<file path="config.mk">
export PLATFORM = sky130hd
export DESIGN_NAME = instr_sequencer
export DESIGN_NICKNAME = d
export VERILOG_FILES = /design/src/rtl/instr_sequencer.sv
export SDC_FILE = /design/constraint.sdc
export NUM_CORES = 1
export LEC_CHECK = 0
export ABC_AREA = 1
export CELL_PAD_IN_SITES_DETAIL_PLACEMENT = 0
export CELL_PAD_IN_SITES_GLOBAL_PLACEMENT = 1
export CORE_MARGIN = 5
export CORE_UTILIZATION = 41
export CTS_BUF_LIST = sky130_fd_sc_hd__clkbuf_4 sky130_fd_sc_hd__clkbuf_8 sky130_fd_sc_hd__clkbuf_16
export CTS_CLUSTER_SIZE = 16
export DETAILED_ROUTE_END_ITERATION = 10
export PLACE_DENSITY_LB_ADDON = 0.1
export REMOVE_ABC_BUFFERS = 1
export SYNTH_ARGS = -nofsm -noshare
export SYNTH_HDL_FRONTEND = slang
export SYNTH_SLANG_ARGS = --single-unit
</file>
<file path="constraint.sdc">
create_clock -name clock -period 2.1 [get_ports clock]
set_input_delay 0.63 -clock clock [delete_from_list [all_inputs] [get_ports clock]]
set_output_delay 0.63 -clock clock [all_outputs]
set_load 0.05 [all_outputs]
</file>
<file path="src/rtl/instr_sequencer.sv">
// Four-phase instruction-cycle controller: FETCH/DECODE/EXEC/WB sequencing, program counter,
// circular return stack, skip handling and interrupt entry for a PIC16F84-style core.
module instr_sequencer #(
  parameter int PC_WIDTH     = 10,
  parameter int STACK_DEPTH  = 8,
  parameter int RESET_VECTOR = 0,
  parameter int INT_VECTOR   = 4
) (
  input  logic                clock,
  input  logic                reset,
  input  logic                run,
  input  logic [4:0]          opcode,
  input  logic [9:0]          operand,
  input  logic [1:0]          sel,
  input  logic                skip_cond,
  input  logic                int_req,
  input  logic                gie_set,
  input  logic                gie_clr,
  output logic [PC_WIDTH-1:0] pc,
  output logic                fetch_en,
  output logic                decode_en,
  output logic                exec_en,
  output logic                wb_en,
  output logic                gie,
  output logic                busy,
  output logic                illegal,
  output logic                stack_ovf,
  output logic                stack_unf
);

  localparam int SP_W = (STACK_DEPTH > 1) ? $clog2(STACK_DEPTH) : 1;

  typedef enum logic [2:0] {
    IDLE   = 3'd0,
    FETCH  = 3'd1,
    DECODE = 3'd2,
    EXEC   = 3'd3,
    WB     = 3'd4
  } state_t;

  state_t              state_r;
  logic [PC_WIDTH-1:0] pc_r;
  logic [PC_WIDTH-1:0] stack_r [STACK_DEPTH];
  logic [SP_W-1:0]     sp_r;
  logic [SP_W:0]       cnt_r;
  logic [4:0]          opc_r;
  logic [PC_WIDTH-1:0] target_r;
  logic                legal_r;
  logic                skip_r;
  logic                gie_r;
  logic                illegal_r;
  logic                ovf_r;
  logic                unf_r;

  logic [PC_WIDTH-1:0] pc_inc1_s;
  logic [PC_WIDTH-1:0] pc_inc2_s;
  logic [PC_WIDTH-1:0] pop_val_s;
  logic [PC_WIDTH-1:0] seq_pc_s;
  logic [PC_WIDTH-1:0] next_pc_s;
  logic [PC_WIDTH-1:0] push_val_s;
  logic                call_s;
  logic                ret_s;
  logic                retfie_s;
  logic                flow_s;
  logic                int_take_s;
  logic                do_push_s;
  logic                do_pop_s;
  logic                full_s;
  logic                empty_s;
  logic                is_skip_op_s;
  logic                sel_illegal_s;

  assign pc_inc1_s     = pc_r + PC_WIDTH'(1);
  assign pc_inc2_s     = pc_r + PC_WIDTH'(2);
  assign pop_val_s     = stack_r[sp_r - SP_W'(1)];
  assign full_s        = (cnt_r == (SP_W+1)'(STACK_DEPTH));
  assign empty_s       = (cnt_r == (SP_W+1)'(0));
  assign sel_illegal_s = (sel == 2'b11);
  assign is_skip_op_s  = (opcode == 5'd5) || (opcode == 5'd6) ||
                         (opcode == 5'd20) || (opcode == 5'd24);

  // Write-back decode: sequential next pc, stack traffic and interrupt acceptance.
  always_comb begin
    seq_pc_s = pc_inc1_s;
    call_s   = 1'b0;
    ret_s    = 1'b0;
    retfie_s = 1'b0;
    flow_s   = 1'b0;
    if (legal_r) begin
      case (opc_r)
        5'd1: begin
          call_s   = 1'b1;
          flow_s   = 1'b1;
          seq_pc_s = target_r;
        end
        5'd2: begin
          flow_s   = 1'b1;
          seq_pc_s = target_r;
        end
        5'd0: begin
          ret_s    = 1'b1;
          retfie_s = 1'b1;
          flow_s   = 1'b1;
          seq_pc_s = pop_val_s;
        end
        5'd8, 5'd31: begin
          ret_s    = 1'b1;
          flow_s   = 1'b1;
          seq_pc_s = pop_val_s;
        end
        default: begin
          seq_pc_s = skip_r ? pc_inc2_s : pc_inc1_s;
        end
      endcase
    end else begin
      seq_pc_s = pc_inc1_s;
    end
    // Control-flow instructions defer a pending interrupt to the next boundary.
    int_take_s = (state_r == WB) && int_req && gie_r && legal_r && !flow_s;
    do_push_s  = (state_r == WB) && (call_s || int_take_s);
    do_pop_s   = (state_r == WB) && ret_s;
    push_val_s = int_take_s ? seq_pc_s : pc_inc1_s;
    next_pc_s  = int_take_s ? PC_WIDTH'(INT_VECTOR) : seq_pc_s;
  end

  // Sequencer state, pc, captured instruction, gie, return stack and sticky flags.
  always_ff @(posedge clock) begin
    if (reset) begin
      state_r   <= IDLE;
      pc_r      <= PC_WIDTH'(RESET_VECTOR);
      opc_r     <= 5'd0;
      target_r  <= '0;
      legal_r   <= 1'b0;
      skip_r    <= 1'b0;
      gie_r     <= 1'b0;
      illegal_r <= 1'b0;
      ovf_r     <= 1'b0;
      unf_r     <= 1'b0;
      sp_r      <= '0;
      cnt_r     <= '0;
      for (int i = 0; i < STACK_DEPTH; i++) begin
        stack_r[i] <= '0;
      end
    end else begin
      case (state_r)
        IDLE:   state_r <= run ? FETCH : IDLE;
        FETCH:  state_r <= DECODE;
        DECODE: state_r <= EXEC;
        EXEC: begin
          opc_r    <= opcode;
          target_r <= operand[PC_WIDTH-1:0];
          legal_r  <= !sel_illegal_s;
          skip_r   <= skip_cond && is_skip_op_s && !sel_illegal_s;
          if (sel_illegal_s) begin
            illegal_r <= 1'b1;
          end
          state_r  <= WB;
        end
        WB: begin
          pc_r    <= next_pc_s;
          state_r <= run ? FETCH : IDLE;
        end
        default: state_r <= IDLE;
      endcase

      if (int_take_s) begin
        gie_r <= 1'b0;
      end else if ((state_r == WB) && retfie_s) begin
        gie_r <= 1'b1;
      end else if (gie_clr) begin
        gie_r <= 1'b0;
      end else if (gie_set) begin
        gie_r <= 1'b1;
      end

      // When full, sp already points at the oldest entry, so a push overwrites it.
      if (do_push_s) begin
        stack_r[sp_r] <= push_val_s;
        sp_r          <= sp_r + SP_W'(1);
        if (full_s) begin
          ovf_r <= 1'b1;
        end else begin
          cnt_r <= cnt_r + (SP_W+1)'(1);
        end
      end else if (do_pop_s) begin
        sp_r <= sp_r - SP_W'(1);
        if (empty_s) begin
          unf_r <= 1'b1;
        end else begin
          cnt_r <= cnt_r - (SP_W+1)'(1);
        end
      end
    end
  end

  assign pc        = pc_r;
  assign fetch_en  = (state_r == FETCH);
  assign decode_en = (state_r == DECODE);
  assign exec_en   = (state_r == EXEC) && !sel_illegal_s;
  assign wb_en     = (state_r == WB) && legal_r;
  assign busy      = (state_r != IDLE);
  assign gie       = gie_r;
  assign illegal   = illegal_r;
  assign stack_ovf = ovf_r;
  assign stack_unf = unf_r;

endmodule

</file>
== After elaboration in Yosys (flattened, before gate mapping) ==
Memory sizes are Yosys's and may differ from the RTL's.
Cells that the tools add are included.
Operators by class
  multiplexer cells: 32
  equal/unequal tests: 16
  add/sub/neg operators: 6
  bitwise operators: 1
  reduce and logical (&&, ||, !) cells: 33
Operators with widths (number)
  10-bit 2-to-1 mux: 5
  10-bit one-hot mux with 2 select lines: 1
  1-bit 2-to-1 mux: 18
  4-bit 2-to-1 mux: 4
  5-bit equality test, second input constant: 3
  3-bit one-hot mux with 4 select lines: 1
  1-bit logical AND: 11
  10-bit by 1-bit adder with 10-bit output, second input constant: 1
  10-bit by 2-bit adder with 10-bit output, second input constant: 1
  5-bit by 3-bit equality test with 1-bit output, second input constant: 2
  10-bit OR reduction: 1
  3-bit 2-to-1 mux: 3
  3-bit by 2-bit equality test with 1-bit output, second input constant: 2
  3-bit AND reduction: 2
  3-bit nonzero test: 2
  2-bit OR reduction: 3
  5-bit by 1-bit equality test with 1-bit output, second input constant: 1
  5-bit by 2-bit equality test with 1-bit output, second input constant: 1
  5-bit by 4-bit equality test with 1-bit output, second input constant: 1
  5-bit zero test: 1
  5-bit OR reduction: 1
  4-bit by 1-bit adder with 4-bit output, second input constant: 1
  4-bit equality test, second input constant: 1
  4-bit zero test: 1
  14 further kinds: 20
Word-level totals
  bits in writable memories: 80
  output and inout port bits: 19
  register bits: 41
  logic and storage cells: 101
  memories kept: 1
Memories
  stack_r: words 8, width 10, read ports 1, clocked after memory_dff 0, wr ports 8, line 43  | logic [PC_WIDTH-1:0] stack_r [STACK_DEPTH];

== Depth between registers and ports, before layout ==
Gate-level depths: netlist (run 1).
  depth in word-level cells: 13
  mapped depth: 16
  gate-level depth less buffers: 16

== Worst setup path before layout (run 1) ==
Ideal clock, no wire load.
  path kind: register to register
  start: register pc_r[0], in the netlist pc[0]
  end: memory stack_r[0][8] (data pin)
  setup slack: -0.226 ns
  path buffers: 0
  stages on the path, launching flop included: 12
  setup time: 0.263 ns
  arrival time: 2.063 ns
  cell sequence: dfxtp_1 -> ha_1 -> nand3_1 -> nor2_1 -> nand3_1 -> xor2_1 -> nand2_1 -> nand3_1 -> nand3_1 -> nand3_1 -> o21ai_2 -> nor2_1
RTL lines
  from (decl): line 42  | logic [PC_WIDTH-1:0] pc_r;
  from (signal assigned): line 130  | pc_r <= PC_WIDTH'(RESET_VECTOR);
  from (signal assigned): line 160  | pc_r <= next_pc_s;
  to (decl): line 43

==> results.yml, run 1 <==
pwr:
  p_leak_nw: 3.40
  power_mw: 6.28
  vdd_ir_drop_max_v: 0.000510
  powerDensity_nw_per_um2: 713
synth:
  ys_top_cells_by_area: "edfxtp_1, dfxtp_1, nor2_1"
  syn_inst: 709
  synth_most_common_cell: "nor2_1"
  synthTopCellsByCount: "nor2_1, nand2_1, edfxtp_1, o21ai_0, a21oi_1"
  syn_area_per_cell_um2: 8.60
  synth-main-ff-cell: "edfxtp_1"
  ys_seq_elements: 121
  synth_top_cell_area_share_pct: 39.4
  synth_cell_types: 39
  yosysTopAreaCell: "edfxtp_1"
  yosys_warnings: 0
  syn-cell-area_um2: 6100
  synth_seq_area_share_pct: 52.8
  synth-edff-count: 80
  synthArstFlopShare_pct: 0
routing:
  wirelength_mm: 19.0
  drt_iter0_markers: 500
  first_pass_iters: 5
  antenna_left: 0
  wl_per_cell_um: 18.0
  dr_total_vias: 5543
  routed_via_density: 5.24
  route.detailed.drc: 0
global_routing:
  antenna_found_initial: 0
  grt.met2_usage_pct: 36.6
  grt_pass1_wl_mm: 29.3
  grt-busiest-layer: "met2"
  grt_pass1_vias: 5506
  grt_util_met1_pct: 27.9
  met3_usage_pct: 4.01
  grt_max_degree: 43
  grtUsageTotal_pct: 21.5
  grt_overflow: 0
timing:
  hold_viol_final: 0
  setup_slack_ns: -0.171
  max-slew-margin-rel_pct: 70.7
  worst_slew_pin_slew_ns: 0.436
  slew_violations: 0
  min_period_ns: 2.27
  fmax_mhz: 440
  setup_viol: 61
  fin_crit_sh_pct: 108
  grt_setup_unrepaired: "true"
  fin_skew_ns: 0.00746
place:
  dpl_cell_area_um2: 7600
  io_buffers: 42
  hpwl_mm: 13.3
  gp_congestion: 0.880
  place_ws_ns: -0.536
critical_path:
  cp_max_fo: 9
  path_class: "reg2reg"
  cp.arrival_ns: 2.56
  critical_path_required_ns: 2.38
  startpoint_type: "register"
  reg2reg_depth: 12
  cp-end-kind: "register"
layout:
  n_antenna_cell: 0
  multi_input_comb_area_um2: 2940
  nets: 891
  fill_cells: 1281
  regArea_um2: 3240
  final_area_um2: 8810
  area_growth_pct: 44.4
  drive_above_1_share_pct: 34.4
hold_path:
  holdPathStages: 2
  min_path_type: "reg2reg"
floorplan:
  boundaryPins: 43
  dieArea_um2: 17400
  rows: 44
  start_util_pct: 41.8
  fp.coreArea_um2: 14600
  die_x_um: 132
  fp.dieH_um: 132
clock_tree:
  cts.sinks: 121
  cts_root_buf: "clkbuf_16"
  cts_buffers: 17
  clock_path_buffers: 2
  path_clk_slew_ns: 0.06
  cts_tree: "done"
  htreeDepth: 4
  clk-insertion-delay-late_ns: 0.42
status:
  violations: "negative setup slack"
  status: "finished with violations"
flow_run:
  drv_cap: 0
[path summary, 6_finish.rpt]
check | from | endpoint | slack (ns)
setup / recovery | sp_r[0]$_SDFFE_PP0P_ | stack_r[5][4]$_SDFFCE_PN0P_ | -0.17
hold / removal | stack_ovf$_SDFFE_PP0P_ | stack_ovf$_SDFFE_PP0P_ | 0.45
setup reg to reg | sp_r[0]$_SDFFE_PP0P_ | stack_r[5][4]$_SDFFCE_PN0P_ | -0.17
hold reg to reg | stack_ovf$_SDFFE_PP0P_ | stack_ovf$_SDFFE_PP0P_ | 0.45
[logic make-up after synthesis]
kind of cell    Yosys count  share of synthesized area, %
compound gates          158                          15.4
xor+xnor                 15                          2.15
fa+ha+maj                 6                          1.23
buf+inv                  85                          5.74
flops                   121                          52.8
simple gates            324                          22.6
[repair_timing]
action	4_1_cts	5_1_grt
cloned	1	1
resized for setup	67	84
setup buffers	9	5
hold buffers	0	0
pin swaps	26	33
endpoints found under the setup margin	92	175
[cells in the final DEF, fill, tap and decap left out, types with 5 or more instances in the layout]
| master | instances |
|---|---|
| dfxtp_1 | 32 |
| buf_6 | 10 |
| o221ai_1 | 12 |
| inv_1 | 33 |
| xor2_1 | 9 |
| nand3_1 | 21 |
| nand3_2 | 16 |
| nor2_4 | 14 |
| o21ai_0 | 54 |
| nor2_1 | 136 |
| clkinvlp_4 | 5 |
| clkbuf_16 | 18 |
| edfxtp_1 | 80 |
| a21oi_2 | 8 |
| o211ai_1 | 8 |
| clkdlybuf4s50_1 | 23 |
| dfxtp_2 | 7 |
| clkinv_2 | 5 |
| buf_4 | 113 |
| o221ai_2 | 6 |
| o21ai_4 | 5 |
| o21ai_2 | 10 |
| a21oi_1 | 37 |
| nor2_2 | 15 |
| inv_2 | 10 |
| o21ai_1 | 9 |
| nand2_2 | 13 |
| buf_12 | 19 |
| nand2_1 | 94 |
[metrics by stage]
stage | setup TNS, ns | cells | hold WS (ns) | utilization [%]
after floorplan | -131.81 | 674 | 0.432 | -
after CTS | -7.46 | 1054 | 0.454 | 58.2
after global placement | -61.83 | 1012 | 0.440 | 52.1
after global routing | -18.03 | 1058 | 0.477 | 60.4
final | -3.52 | 1058 | 0.451 | 60.4
after detailed placement | -67.62 | 1012 | 0.445 | 52.1
[sequential cells by signal, summed over array words and instances (netlist names)]
register	count
stack_ovf	1
pc	10
illegal	1
legal_r	1
target_r	10
sp_r	3
stack_unf	1
state_r	3
cnt_r	4
gie	1
opc_r	5
skip_r	1
stack_r	80
[area by class of cell]
cell class	count	share of cell area, %
inverter	50	2.32
multi-input combinational	503	33.4
tap	184	2.61
clock inverter	15	1.43
timing repair buffer	168	18.6
sequential	121	36.8
clock buffer	17	4.83
[critical path, cell delays in order, from the launching register on]
cell and delay, ns:
dfxtp_2 0.34, inv_2 0.06, ha_4 0.31, buf_12 0.14, o21ai_0 0.08, o211ai_1 0.31, nand3_2 0.17, o211ai_1 0.13
nand3_1 0.13, o211ai_1 0.10, nand2_1 0.13, buf_12 0.17, nor2_2 0.07
[power by group]
part | switching [mW] | internal, mW
sequential | 0.0355 | 2.61
combinational | 0.496 | 0.404
clock | 1.12 | 1.62
[metal layers]
metal,up-vias,wire length [um]
li1,2724,-
met1,2645,8330
met2,144,9430
met3,30,865
met4,0,381
met5,-,0
Note: power is estimated with default switching activity, not from simulation.
==> run 2: changes to the inputs <==
--- a/config.mk
+++ b/config.mk
@@ -15,6 +15,7 @@
 export DETAILED_ROUTE_END_ITERATION = 10
 export PLACE_DENSITY_LB_ADDON = 0.1
 export REMOVE_ABC_BUFFERS = 1
+export SKIP_CTS_REPAIR_TIMING = 1
 export SYNTH_ARGS = -nofsm -noshare
 export SYNTH_HDL_FRONTEND = slang
 export SYNTH_SLANG_ARGS = --single-unit
==> run 2 against run 1 <==
Effect of this change:
- the flow still finishes with violations (negative setup slack)
- global-route usage decreased by 0.45 points
- non-clock buffer count down 9
- clock-buffer cell count unchanged
- critical path depth rose by 2
- clock skew is essentially flat
- sequential share of layout area increased by 1.0 points
- routed wire length decreased by 2.9%
- hold slack got worse by 0.0017 ns
- flip-flop and latch count stayed put
- power fell by 1.6%
- critical path type unchanged
- largest power group unchanged
==> results.yml, run 2 (synthesized netlist as in run 1, its figures left out) <==
critical_path:
  crit_end: "stack_r[4][4]$_SDFFCE_PN0P_"
  worst-r2r-setup-slack_ns: -0.11
  critPathLaunch: "sp_r[0]$_SDFFE_PP0P_"
  crit_path_frequent_cell: "o211ai_1"
  r2r-start: "sp_r[0]$_SDFFE_PP0P_"
  cp-end-kind: "register"
  cpPeakStageDelay_ns: 0.34
  crit_slowest_cell: "dfxtp_2"
  reg2reg_depth: 14
  startpoint_type: "register"
  cp.arrival_ns: 2.50
  path_cells: "inv_2 -> ha_4 -> xnor2_4 -> inv_2 -> buf_6 -> buf_6 -> o211ai_1 -> nand3_2 -> o211ai_1 -> nand3_1 -> o211ai_1 -> nand2_1 -> buf_12 -> nor2_4"
  critical_path_required_ns: 2.39
  path_class: "reg2reg"
  r2r_end: "stack_r[4][4]$_SDFFCE_PN0P_"
  cp_max_fo: 8
routing:
  routed_via_density: 5.23
  first_pass_iters: 5
  dr.max_layer_used: "met4"
  wirelength_mm: 18.4
  wl_per_cell_um: 17.6
  wl_met3_um: 893
  route.detailed.drc: 0
  drt_iter0_markers: 469
  dr_total_vias: 5488
  wl_met1_mm: 8.15
  antenna_left: 0
  wl_met2_mm: 9.10
global_routing:
  grtUsageTotal_pct: 21.1
  grt_overflow: 0
  grt_pass1_wl_mm: 28.8
  antenna_found_initial: 0
  grt_pass1_vias: 5421
  grt_max_degree: 43
clock_tree:
  cts_buffers: 17
  htreeDepth: 4
  cts_root_buf: "clkbuf_16"
  cts_tree: "done"
  path_clk_slew_ns: 0.06
  cts.sinks: 121
  clock_path_buffers: 2
  clk-insertion-delay-late_ns: 0.42
place:
  gp_congestion: 0.880
  hpwl_mm: 13.3
  io_buffers: 42
floorplan:
  start_util_pct: 41.8
  boundaryPins: 43
  dieArea_um2: 17400
  fp.coreArea_um2: 14600
  die_x_um: 132
  rows: 44
  fp.dieH_um: 132
timing:
  max-slew-margin-rel_pct: 69.3
  hold_slack_ns: 0.449
  fin_skew_ns: 0.00740
  worst_slew_pin_slew_ns: 0.456
  setup_slack_ns: -0.108
  setup_viol: 78
  fmax_mhz: 453
  hold_viol_final: 0
  grt_setup_unrepaired: "true"
  min_period_ns: 2.21
  slew_violations: 0
  fin_crit_sh_pct: 105
  final.setup.tns_ns: -3.86
layout:
  fill_cells: 1307
  regArea_um2: 3230
  drive_above_1_share_pct: 29.2
  nets: 882
  n_antenna_cell: 0
  area_growth_pct: 40.1
  final_cell_mix: "nor2_1, buf_4, nand2_1"
  final_common_cell: "nor2_1"
  largest_reg_flops: 80
  regMostFlops: "stack_r"
  multi_input_comb_area_um2: 2790
hold_path:
  min-delay-start: "stack_ovf$_SDFFE_PP0P_"
  holdPathStages: 2
  min_path_type: "reg2reg"
pwr:
  powerDensity_nw_per_um2: 723
  vdd_ir_drop_max_v: 0.000492
  p_leak_nw: 3.30
flow_run:
  drv_cap: 0
status:
  violations: "negative setup slack"
  status: "finished with violations"
[run 2: cell types whose count changed in the layout (fill, tap and decap cells not counted), moves of 4 or more]
cell / change
nor2_1: +9
nand2_2: -4
o221ai_2: -4
buf_4: -5
inv_1: +4
dfxtp_1: +4
nor2_4: -6
o21ai_0: +7
o21ai_2: -5
nand2_1: +5
o221ai_1: +4
[run 2: through the flow]
step           instance area, um^2  instances  utilization (%)  worst slack, ns  total power, mW
5_1_grt                       8550       1049             58.6           -0.216             6.39
2_1_floorplan                 5940        674                -            -1.26             2.99
6_report                      8550       1049             58.6           -0.108             6.18
4_1_cts                       8150       1044             55.9           -0.534             6.14
3_3_place_gp                  7600       1012             52.1           -0.452             3.40
3_5_place_dp                  7600       1012             52.1           -0.536             3.41
[run 2: layer usage]
metal / track usage, % / vias up
li1: - / 2703
met1: 27.5 / 2613
met2: 35.1 / 149
met3: 4.43 / 23
met4: 6.63 / 0
met5: 0 / -
[run 2: how the worst min path moves through the flow]
stage	to	slack (ns)
2_1_floorplan	target_r[4]$_SDFFE_PP0P_	0.43
3_3_place_gp	stack_ovf$_SDFFE_PP0P_	0.44
3_5_place_dp	stack_ovf$_SDFFE_PP0P_	0.44
4_1_cts	stack_ovf$_SDFFE_PP0P_	0.45
5_1_grt	stack_ovf$_SDFFE_PP0P_	0.48
6_report	stack_ovf$_SDFFE_PP0P_	0.45
[run 2: critical path, delay by kind of cell, from the launching register on]
family	cells	cell delay, ns
DFF	1	0.34
adders and majority gates	1	0.17
AOI/OAI and AO/OA	3	0.36
and+or+nand+nor	4	0.50
buffers and inverters	5	0.52
xor gates and xnor gates	1	0.19
[run 2: area by class of cell]
type / instances / area share, %
timing repair buffer: 159 / 18.0
tap: 184 / 2.69
inverter: 50 / 2.42
clock inverter: 15 / 1.48
clock buffer: 17 / 4.98
sequential: 121 / 37.8
multi-input combinational: 503 / 32.6
[run 2: report_power, final]
part           internal, mW  switching, mW
Combinational         0.355          0.461
Sequential             2.60         0.0329
Clock                  1.62           1.11
Total                  4.58           1.60
==> run 3: changes to the inputs <==
==> constraint.sdc (replaced) <==
create_clock -name clock -period 2.1 [get_ports clock]
set_input_delay 0.63 -clock clock [delete_from_list [all_inputs] [get_ports clock]]
set_output_delay 0.63 -clock clock [all_outputs]
set_load 0.1 [all_outputs]
==> run 3 against run 2 <==
Effect of this change:
- the run still ends with negative setup slack left
- cell area up 6.3%
- combinational power grew 12%
- flip-flop and latch count unchanged
- critical path depth decreased by 1
- non-clock buffer count increased by 17
- die area unchanged
- via count up 2.8%
- critical path type unchanged
- largest power group unchanged
- highest routed layer unchanged
==> results.yml, run 3 (synthesized netlist as in run 1, its figures left out) <==
status:
  status: "finished with violations"
  violations: "negative setup slack"
timing:
  setup_viol: 67
  hold_viol_final: 0
  hold_slack_ns: 0.478
  fin_skew_ns: 0.00577
  max-slew-margin-rel_pct: 65.8
  setup_slack_ns: -0.150
  fmax_mhz: 445
  final.setup.tns_ns: -4.68
  worst_slew_pin_slew_ns: 0.508
  slew_violations: 0
  grt_setup_unrepaired: "true"
  min_period_ns: 2.25
  fin_crit_sh_pct: 107
pwr:
  p_leak_nw: 3.51
  powerDensity_nw_per_um2: 722
  vdd_ir_drop_max_v: 0.000528
  power_mw: 6.56
layout:
  fill_cells: 1239
  nets: 899
  final_common_cell: "nor2_1"
  final_cell_mix: "nor2_1, buf_4, nand2_1"
  regMostFlops: "stack_r"
  area_growth_pct: 49.0
  n_antenna_cell: 0
  drive_above_1_share_pct: 35.1
  largest_reg_flops: 80
critical_path:
  critPathBufInv: 4
  crit_slowest_cell: "dfxtp_2"
  path_class: "reg2reg"
  reg2reg_depth: 13
  cp_max_fo: 8
  startpoint_type: "register"
  cpPeakStageDelay_ns: 0.35
  crit_cells: 13
  path_cells: "inv_4 -> ha_4 -> inv_2 -> buf_6 -> o21ai_0 -> o221ai_1 -> nand3_1 -> nand2_1 -> nand3_1 -> o21ai_2 -> o21ai_2 -> buf_12 -> nor2_1"
  critical_path_required_ns: 2.27
  cp.arrival_ns: 2.42
  crit_family: "compound AO/OA/AOI/OAI gates"
  cp-end-kind: "register"
floorplan:
  start_util_pct: 41.8
  dieArea_um2: 17400
  fp.coreArea_um2: 14600
  fp.dieH_um: 132
  rows: 44
  die_x_um: 132
  boundaryPins: 43
clock_tree:
  htreeDepth: 4
  cts_root_buf: "clkbuf_16"
  path_clk_slew_ns: 0.06
  cts.sinks: 121
  cts_tree: "done"
  cts_buffers: 17
  clock_path_buffers: 2
  clk-insertion-delay-late_ns: 0.42
routing:
  wl_per_cell_um: 18.0
  antenna_left: 0
  drt_iter0_markers: 425
  dr_total_vias: 5642
  route.detailed.drc: 0
  wirelength_mm: 19.2
  routed_via_density: 5.29
  first_pass_iters: 6
global_routing:
  grt_overflow: 0
  grtUsageTotal_pct: 21.4
  antenna_found_initial: 0
  grt_pass1_vias: 5515
  grt_max_degree: 32
  grt_pass1_wl_mm: 29.3
flow_run:
  drv_cap: 0
hold_path:
  holdPathStages: 2
  min_path_type: "reg2reg"
place:
  gp_congestion: 0.897
  place_ws_ns: -0.506
  hpwl_mm: 13.5
  io_buffers: 42
run 3: cell types whose count changed in the layout (fill, tap and decap cells not counted), sizes merged:
| cell | previous run | this run |
|---|---|---|
| clkbuf | 17 | 18 |
| clkinvlp | 7 | 5 |
| buf | 136 | 152 |
| clkdlybuf4s50 | 23 | 21 |
| dlymetal6s2s | 0 | 2 |
| bufinv | 1 | 3 |
run 3: worst register-to-register path: cells and delay by family (launching register included):
family	cells	cell delay [ns]
DFF	1	0.35
adders and majority gates	1	0.32
AOI/OAI and AO/OA	4	0.50
and+or+nand+nor	4	0.42
buffers and inverters	4	0.42
run 3: layout make-up:
type                    instances  area [um^2]  area share, %
inverters                      50          209           2.30
repair buffers                176         1890           20.8
flip-flops and latches        121         3240           35.7
clock inverters                15          175           1.93
multi-input cells             503         2910           32.1
well taps                     184          230           2.53
clock buffers                  17          425           4.68
run 3: path summary, 6_finish.rpt:
| path | from | endpoint | slack (ns) |
|---|---|---|---|
| hold / removal | target_r[4]$_SDFFE_PP0P_ | target_r[4]$_SDFFE_PP0P_ | 0.48 |
| setup reg to reg | sp_r[0]$_SDFFE_PP0P_ | stack_r[4][9]$_SDFFCE_PN0P_ | -0.15 |
| setup / recovery | sp_r[0]$_SDFFE_PP0P_ | stack_r[4][9]$_SDFFCE_PN0P_ | -0.15 |
| hold reg to reg | target_r[4]$_SDFFE_PP0P_ | target_r[4]$_SDFFE_PP0P_ | 0.48 |
run 3: metrics by stage:
step                      instances  util (%)  area (um^2)
after floorplan                 674         -         5940
after global placement         1017      53.5         7800
after detailed placement       1017      53.5         7800
after CTS                      1049      57.6         8400
after global routing           1066      62.3         9090
final                          1066      62.3         9090
run 3: layer usage:
layer  track usage, %  routed length (um)  vias up
met1             27.9                8310     2694
met2             35.8                9480      167
met5                0                   0        -
met3             4.77                 908       38
li1                 -                   -     2743
met4             6.11                 479        0
run 3: report_power, final:
group | internal (mW) | switching [mW] | total [mW]
sequential | 2.61 | 0.0376 | 2.64
combinational | 0.396 | 0.522 | 0.918
clock | 1.87 | 1.13 | 3.00
